### src/rtl/debug_pkg.sv
// debug_pkg: command codes, FSM state encoding and register address width for the debug sequencer
package debug_pkg;
    localparam int REG_ADDR = 5;
    localparam logic [7:0] CMD_LOAD = 8'd1;
    localparam logic [7:0] CMD_RUN  = 8'd4;
    localparam logic [7:0] CMD_STEP = 8'd6;
    localparam logic [7:0] CMD_EXIT = 8'd7;
    localparam logic [2:0] S_IDLE       = 3'd0;
    localparam logic [2:0] S_LOAD_CNT   = 3'd1;
    localparam logic [2:0] S_LOAD_BYTE  = 3'd2;
    localparam logic [2:0] S_LOAD_WRITE = 3'd3;
    localparam logic [2:0] S_RUN        = 3'd4;
    localparam logic [2:0] S_STEP_WAIT  = 3'd5;
    localparam logic [2:0] S_STEP_EXEC  = 3'd6;
    localparam logic [2:0] S_DUMP       = 3'd7;
endpackage

### src/rtl/debug_cmd_sequencer_if.sv
// debug_cmd_sequencer_if: UART, instruction memory, register file and CPU control signals of the debug unit
interface debug_cmd_sequencer_if import debug_pkg::*; #(
    parameter int BYTE    = 8,
    parameter int ADDR    = 7,
    parameter int NB_DATA = 32
);
    logic [BYTE-1:0]     i_rx_data;
    logic                i_rx_done;
    logic                i_tx_done;
    logic                i_halt;
    logic [NB_DATA-1:0]  i_reg_data;
    logic [NB_DATA-1:0]  i_pc;
    logic [BYTE-1:0]     o_tx_data;
    logic                o_tx_start;
    logic                o_cpu_enable;
    logic                o_imem_we;
    logic [ADDR-1:0]     o_imem_addr;
    logic [NB_DATA-1:0]  o_imem_data;
    logic [REG_ADDR-1:0] o_reg_addr;
    logic                o_busy;
    modport slave (
        input  i_rx_data, i_rx_done, i_tx_done, i_halt, i_reg_data, i_pc,
        output o_tx_data, o_tx_start, o_cpu_enable, o_imem_we, o_imem_addr, o_imem_data, o_reg_addr, o_busy
    );
    modport master (
        output i_rx_data, i_rx_done, i_tx_done, i_halt, i_reg_data, i_pc,
        input  o_tx_data, o_tx_start, o_cpu_enable, o_imem_we, o_imem_addr, o_imem_data, o_reg_addr, o_busy
    );
endinterface

### src/rtl/debug_word_tx.sv
// debug_word_tx: sends one word MSB-first as bytes over the tx_start/tx_done handshake; done is combinational on the last tx_done
module debug_word_tx #(
    parameter int BYTE    = 8,
    parameter int NB_DATA = 32
) (
    input  logic               clk,
    input  logic               rst_n,
    input  logic               start,
    input  logic [NB_DATA-1:0] word,
    input  logic               tx_done,
    output logic [BYTE-1:0]    tx_data,
    output logic               tx_start,
    output logic               done
);
    logic               active;
    logic [1:0]         cnt;
    logic [NB_DATA-1:0] sh;
    assign tx_data = sh[NB_DATA-1 -: BYTE];
    assign done    = active && tx_done && cnt == 2'(NB_DATA/BYTE-1);
    always_ff @(posedge clk or negedge rst_n) begin
        if (!rst_n) begin
            active   <= 1'b0;
            cnt      <= '0;
            sh       <= '0;
            tx_start <= 1'b0;
        end else begin
            tx_start <= 1'b0;
            if (start) begin
                active   <= 1'b1;
                cnt      <= '0;
                sh       <= word;
                tx_start <= 1'b1;
            end else if (active && tx_done) begin
                if (done) active <= 1'b0;
                else begin
                    cnt      <= cnt + 1'b1;
                    sh       <= sh << BYTE;
                    tx_start <= 1'b1;
                end
            end
        end
    end
endmodule

### src/rtl/debug_cmd_sequencer.sv
// debug_cmd_sequencer: host command decoder, program loader, run/step gate and register dump for the MIPS debug unit.
// Define DEBUG_PC_DUMP_EN to prefix every dump with the PC latched on dump entry.
module debug_cmd_sequencer import debug_pkg::*; #(
    parameter int BYTE    = 8,
    parameter int ADDR    = 7,
    parameter int NB_DATA = 32,
    parameter int NB_REG  = 32
) (
    input logic i_clock,
    input logic i_reset,
    debug_cmd_sequencer_if.slave bus
);
    logic [2:0]          state;
    logic [BYTE-1:0]     n_words;
    logic [1:0]          bcnt;
    logic [ADDR-1:0]     addr;
    logic [NB_DATA-1:0]  word;
    logic [REG_ADDR-1:0] idx;
    logic                inflight, from_run, wt_start, wt_done, pc_busy, rx, last;
    logic [NB_DATA-1:0]  wt_word;
    logic [BYTE-1:0]     cmd;
    assign rx   = bus.i_rx_done;
    assign cmd  = bus.i_rx_data;
    assign last = idx == REG_ADDR'(NB_REG-1);
    assign wt_start = state == S_DUMP && !inflight;
`ifdef DEBUG_PC_DUMP_EN
    logic               pc_phase;
    logic [NB_DATA-1:0] pc_q;
    assign pc_busy = pc_phase;
    assign wt_word = pc_phase ? pc_q : bus.i_reg_data;
    always_ff @(posedge i_clock or negedge i_reset) begin
        if (!i_reset) begin
            pc_phase <= 1'b0;
            pc_q     <= '0;
        end else if (state != S_DUMP) begin
            pc_phase <= 1'b1;
            pc_q     <= bus.i_pc;
        end else if (wt_done) pc_phase <= 1'b0;
    end
`else
    logic unused_pc;
    assign unused_pc = ^bus.i_pc;
    assign pc_busy   = 1'b0;
    assign wt_word   = bus.i_reg_data;
`endif
    assign bus.o_cpu_enable = (state == S_RUN && !bus.i_halt) || state == S_STEP_EXEC;
    assign bus.o_imem_we    = state == S_LOAD_WRITE;
    assign bus.o_imem_addr  = addr;
    assign bus.o_imem_data  = word;
    assign bus.o_reg_addr   = idx;
    assign bus.o_busy       = state != S_IDLE && state != S_STEP_WAIT;
    always_ff @(posedge i_clock or negedge i_reset) begin
        if (!i_reset) begin
            state    <= S_IDLE;
            n_words  <= '0;
            bcnt     <= '0;
            addr     <= '0;
            word     <= '0;
            idx      <= '0;
            inflight <= 1'b0;
            from_run <= 1'b0;
        end else begin
            case (state)
                S_IDLE: if (rx) state <= cmd == CMD_LOAD ? S_LOAD_CNT : cmd == CMD_RUN ? S_RUN :
                                         cmd == CMD_STEP ? S_STEP_WAIT : S_IDLE;
                S_LOAD_CNT: if (rx) begin
                    n_words <= cmd;
                    addr    <= '0;
                    bcnt    <= '0;
                    state   <= cmd == '0 ? S_IDLE : S_LOAD_BYTE;
                end
                S_LOAD_BYTE: if (rx) begin
                    word <= {word[NB_DATA-BYTE-1:0], cmd};
                    bcnt <= bcnt + 1'b1;
                    if (bcnt == 2'(NB_DATA/BYTE-1)) state <= S_LOAD_WRITE;
                end
                S_LOAD_WRITE: begin
                    addr    <= addr + 1'b1;
                    n_words <= n_words - 1'b1;
                    state   <= n_words == BYTE'(1) ? S_IDLE : S_LOAD_BYTE;
                end
                S_RUN: if (bus.i_halt) begin
                    from_run <= 1'b1;
                    state    <= S_DUMP;
                end
                S_STEP_WAIT: if (rx) begin
                    from_run <= 1'b0;
                    state    <= cmd == CMD_STEP ? (bus.i_halt ? S_DUMP : S_STEP_EXEC) :
                                cmd == CMD_EXIT ? S_IDLE : S_STEP_WAIT;
                end
                S_STEP_EXEC: begin
                    from_run <= 1'b0;
                    state    <= S_DUMP;
                end
                S_DUMP: begin
                    if (wt_start) inflight <= 1'b1;
                    if (wt_done) begin
                        inflight <= 1'b0;
                        if (!pc_busy) begin
                            idx <= last ? '0 : idx + 1'b1;
                            if (last) state <= (from_run || bus.i_halt) ? S_IDLE : S_STEP_WAIT;
                        end
                    end
                end
                default: state <= S_IDLE;
            endcase
        end
    end
    debug_word_tx #(.BYTE(BYTE), .NB_DATA(NB_DATA)) u_word_tx (
        .clk      (i_clock),
        .rst_n    (i_reset),
        .start    (wt_start),
        .word     (wt_word),
        .tx_done  (bus.i_tx_done),
        .tx_data  (bus.o_tx_data),
        .tx_start (bus.o_tx_start),
        .done     (wt_done)
    );
endmodule
### src/flat_wrapper.sv
// flat-port wrapper written by rule: the top's interface ports become plain ports
module debug_cmd_sequencer_flat import debug_pkg::*;
#(
    parameter int BYTE    = 8,
    parameter int ADDR    = 7,
    parameter int NB_DATA = 32,
    parameter int NB_REG  = 32
)
  (i_clock, i_reset, bus_i_rx_data, bus_i_rx_done, bus_i_tx_done, bus_i_halt, bus_i_reg_data, bus_i_pc, bus_o_tx_data, bus_o_tx_start, bus_o_cpu_enable, bus_o_imem_we, bus_o_imem_addr, bus_o_imem_data, bus_o_reg_addr, bus_o_busy);
  debug_cmd_sequencer_if #(.BYTE(BYTE), .ADDR(ADDR), .NB_DATA(NB_DATA)) bus_i ();
  input logic i_clock;
  input logic i_reset;
  input wire logic [$bits(bus_i.i_rx_data)-1:0] bus_i_rx_data;
  input wire logic [$bits(bus_i.i_rx_done)-1:0] bus_i_rx_done;
  input wire logic [$bits(bus_i.i_tx_done)-1:0] bus_i_tx_done;
  input wire logic [$bits(bus_i.i_halt)-1:0] bus_i_halt;
  input wire logic [$bits(bus_i.i_reg_data)-1:0] bus_i_reg_data;
  input wire logic [$bits(bus_i.i_pc)-1:0] bus_i_pc;
  output wire logic [$bits(bus_i.o_tx_data)-1:0] bus_o_tx_data;
  output wire logic [$bits(bus_i.o_tx_start)-1:0] bus_o_tx_start;
  output wire logic [$bits(bus_i.o_cpu_enable)-1:0] bus_o_cpu_enable;
  output wire logic [$bits(bus_i.o_imem_we)-1:0] bus_o_imem_we;
  output wire logic [$bits(bus_i.o_imem_addr)-1:0] bus_o_imem_addr;
  output wire logic [$bits(bus_i.o_imem_data)-1:0] bus_o_imem_data;
  output wire logic [$bits(bus_i.o_reg_addr)-1:0] bus_o_reg_addr;
  output wire logic [$bits(bus_i.o_busy)-1:0] bus_o_busy;
  assign bus_i.i_rx_data = bus_i_rx_data;
  assign bus_i.i_rx_done = bus_i_rx_done;
  assign bus_i.i_tx_done = bus_i_tx_done;
  assign bus_i.i_halt = bus_i_halt;
  assign bus_i.i_reg_data = bus_i_reg_data;
  assign bus_i.i_pc = bus_i_pc;
  assign bus_o_tx_data = bus_i.o_tx_data;
  assign bus_o_tx_start = bus_i.o_tx_start;
  assign bus_o_cpu_enable = bus_i.o_cpu_enable;
  assign bus_o_imem_we = bus_i.o_imem_we;
  assign bus_o_imem_addr = bus_i.o_imem_addr;
  assign bus_o_imem_data = bus_i.o_imem_data;
  assign bus_o_reg_addr = bus_i.o_reg_addr;
  assign bus_o_busy = bus_i.o_busy;
  debug_cmd_sequencer #(.BYTE(BYTE), .ADDR(ADDR), .NB_DATA(NB_DATA), .NB_REG(NB_REG)) u_core (.i_clock(i_clock), .i_reset(i_reset), .bus(bus_i));
endmodule
### config.mk
export PLATFORM = sky130hd
export DESIGN_NAME = debug_cmd_sequencer_flat
export DESIGN_NICKNAME = d
export VERILOG_FILES = /design/src/rtl/debug_pkg.sv /design/src/rtl/debug_cmd_sequencer_if.sv /design/src/rtl/debug_word_tx.sv /design/src/rtl/debug_cmd_sequencer.sv /design/src/flat_wrapper.sv
export SDC_FILE = /design/constraint.sdc
export NUM_CORES = 1
export LEC_CHECK = 0
export CAP_MARGIN = 5
export CORE_ASPECT_RATIO = 0.6
export CORE_MARGIN = 1
export CORE_UTILIZATION = 51
export DETAILED_ROUTE_END_ITERATION = 8
export PLACE_DENSITY = 0.83
export SLEW_MARGIN = 20
export SYNTH_ARGS = -nofsm -noshare
export SYNTH_HDL_FRONTEND = slang
export SYNTH_SLANG_ARGS = --single-unit
### constraint.sdc
create_clock -name i_clock -period 3.56 [get_ports i_clock]
set_clock_uncertainty 0.05 [all_clocks]
set_input_delay 0.534 -clock i_clock [delete_from_list [all_inputs] [get_ports i_clock]]
set_output_delay 0.534 -clock i_clock [all_outputs]
set_load 0.1 [all_outputs]
==> impl_metrics.csv <==
group,metric,value,unit
job,drv_cap,0,
logic_synthesis,synth_top_area_share,0.539,
clock_tree,cts_hold_buf,0,
route,wirelength,10300,um
logic_synthesis,syn_avg_cell_area,9.22,um^2
route,drt_iter0_markers,253,
clock_tree,post_cts_buffers,0,
power,power.total,4280,uW
route,ant_nets,0,
clock_tree,cts_resized,0,
global_routing,antenna_found_initial,0,
finish,multi_input_area,1850,um^2
finish,insertedDiodeCount,0,
placed_design,portBuffers,100,
logic_synthesis,synth_flop_cell,"dfrtp_1",
logic_synthesis,ys_ff_latch,95,
power,peakVddDrop,0.377,mV
timing,drv_slew,0,
route,top_layer_used,"met4",
critical_path,r2r-end,"u_core.n_words[4]",
logic_synthesis,ys_types,49,
timing,hold_viol_final,0,
clock_tree,cts_tree,"built",
route,route.met3.wl,914,um
finish,register_area,2380,um^2
timing,clock.fmax,0.354,GHz
logic_synthesis,syn_inst,478,
critical_path,crit_type,"flip-flop to primary output",
timing,slew_headroom,0.294,
finish,nets,644,
route,via_count,3705,
min_path,hp-class,"input port to async pin",
power,power.share.switching,0.418,
power,combPwrFrac,0.395,
critical_path,worst_path_most_repeated_cell,"inv_1",
global_routing,grt_usage,0.240,
critical_path,r2r_cells,6,
critical_path,crit_required,2.98,ns
global_routing,grt_pass1_wl,16700,um
route,dr.pass1.iters,6,
clock_tree,numCtsBuffers,9,
route,routed_via_density,5.51,
critical_path,endpoint,"bus_o_imem_we",
critical_path,cp.arrival,2.24,ns
critical_path,crit_fanout,14,
finish,drive_gt1_frac,0.0602,
logic_synthesis,syn_area,4410,um^2
outcome,status,"finished clean",
placed_design,gp_congestion,0.907,
critical_path,critPathLaunchType,"flip-flop",
timing,setup_viol,0,
critical_path,r2r_slack,1.26,ns
timing,holdWs,0.303,ns
power,switchingPower,1790,uW
critical_path,worstSetupEndpointType,"primary output",
global_routing,grt_max_degree,80,
critical_path,reg2reg_from,"u_core.state[1]",
route,wl_met2,4500,um
timing,rsz0062_at_grt,"no",
die,core_area,8130,um^2
global_routing,grt-ovfl-total,0,
die,die_h,74.0,um
route,route.detailed.drc,0,
die,initial_core_util,0.542,
logic_synthesis,yosys-top-cells-area,"dfrtp_1, nand2_1, mux2i_1",
power,power_density,749,nW/um^2
clock_tree,cts.sinks,95,
finish,syn2layout_area_growth,29.7,%
die,fp-row-count,25,
logic_synthesis,synth_nets,562,
die,die-area,9030,um^2
timing,fin_crit_sh,0.794,
finish,fill_cells,621,
critical_path,crit_chain,"inv_1 > or2_2 > inv_1 > buf_4",
die,die_x,122,um
logic_synthesis,async_flop_share,1.00,
logic_synthesis,synth_area_leader_cell,"dfrtp_1",
timing,fin_setup_tns,0,ns
timing,tightest_slew,1.06,ns
clock_tree,clkTransAtPathRegs,0.07,ns
route,wl_per_cell,15.3,um
route,wl_met1,4800,um
clock_tree,cts.path.max_buffers,2,
clock_tree,clk_latency,0.34,ns
clock_tree,h-tree-depth,3,
logic_synthesis,ys_warn_count,0,
power,clockPowerShare,0.243,
global_routing,first_global_vias,3546,
power,leakagePower,0.00279,uW
logic_synthesis,ys_seq_area_frac,0.539,
clock_tree,clock_tree.root_cell,"clkbuf_16",
critical_path,critPathLaunch,"u_core.state[1]",
critical_path,slowest_delay,0.58,ns
critical_path,crit_slowest_cell,"dfrtp_1",
power,intPower,2490,uW
logic_synthesis,synth_edf_count,0,
placed_design,place.detailed.hpwl,6940,um
die,boundaryPins,133,
power,pwr-share-seq,0.362,
timing,min_period,2.83,ns
## layer usage
| layer | track usage | vias to the layer above |
|---|---|---|
| li1 | - | 1771 |
| met1 | 0.328 | 1787 |
| met2 | 0.363 | 135 |
| met3 | 0.0882 | 12 |
| met4 | 0.0658 | 0 |
| met5 | 0 | - |
## area by class of cell
cell class,instances,share of cell area
Clock buffer,13,0.0455
Multi-Input combinational cell,346,0.323
Sequential cell,95,0.416
Tap cell,108,0.0236
Inverter,4,0.00263
Timing Repair Buffer,104,0.179
Clock inverter,3,0.0114
## power by group through the flow
stage | Sequential [uW] | Clock [uW] | Combinational [uW]
after detailed placement | 1560 | 0 | 1680
final | 1550 | 1040 | 1690
after CTS | 1540 | 1060 | 1700
after global placement | 1540 | 0 | 1640
after floorplan | 1860 | 0 | 996
after global routing | 1580 | 1100 | 1810
## per-stage QoR
step | worst slack, ns | instances | utilization | cell area, um^2
floorplan | 0.922 | 478 | - | 4410
global placement | 1.12 | 657 | 0.663 | 5390
detailed placement | 1.09 | 657 | 0.663 | 5390
CTS | 0.765 | 673 | 0.703 | 5720
global route | 0.639 | 673 | 0.703 | 5720
finish | 0.732 | 673 | 0.703 | 5720
## cells in the mapped netlist (all sizes together) (6+ instances only)
| library cell | n |
|---|---|
| ha | 7 |
| o21ai | 48 |
| clkbuf | 16 |
| buf | 17 |
| nand2 | 164 |
| nand2b | 6 |
| dfrtp | 95 |
| mux2i | 25 |
| nor3 | 8 |
| a21oi | 9 |
| nand3 | 17 |
| nor2 | 17 |
## cell families after synthesis
logic type,share of synthesized area
buffers and inverters,0.0440
adders and majority gates,0.0199
muxes,0.0644
and+or+nand+nor,0.224
DFF,0.539
AOI/OAI and AO/OA,0.106
xor gates and xnor gates,0.00199
## how the worst min path moves through the flow
stage / cells after the start / endpoint / slack, ns
final: 1 / u_core.u_word_tx.sh[4] / 0.30
after global routing: 1 / u_core.bus.o_reg_addr[4] / 0.40
after CTS: 1 / u_core.u_word_tx.sh[12] / 0.35
after detailed placement: 2 / u_core.bus.o_imem_data[28] / 0.41
after global placement: 2 / u_core.bus.o_imem_data[26] / 0.41
after floorplan: 0 / u_core.bcnt[0] / 0.19
## registers in the layout (all words and copies together) (netlist names), 2 cells and up
register	cells
u_core.n_words	8
u_core.u_word_tx.sh	32
u_core.bus.o_reg_addr	5
u_core.u_word_tx.cnt	2
u_core.bus.o_imem_addr	7
u_core.bus.o_imem_data	32
u_core.bcnt	2
u_core.state	3
## worst max-delay path: cells and delay by family (launching register included)
kind / cells / cell delay, ns
flops: 1 / 0.58
buf+inv: 3 / 0.89
simple gates: 1 / 0.44
## cells in the final DEF (no fill, tap or decap), types with 2 or more instances in the layout
cell / count
a21oi_1: 9
a221o_1: 2
a31oi_1: 2
a32oi_1: 2
and2_1: 2
and3_1: 5
buf_4: 8
bufinv_16: 2
clkbuf_1: 2
clkbuf_16: 9
clkbuf_8: 2
clkdlybuf4s50_1: 96
dfrtp_1: 95
ha_1: 7
inv_1: 4
mux2_2: 2
mux2i_1: 25
nand2_1: 163
nand2b_1: 6
nand3_1: 17
nand4_1: 3
nor2_1: 16
nor2b_1: 2
nor3_1: 6
nor3_2: 2
nor3b_1: 2
o21ai_0: 47
o31ai_1: 2
or4_4: 2
Note: power is estimated with default switching activity, not from simulation.
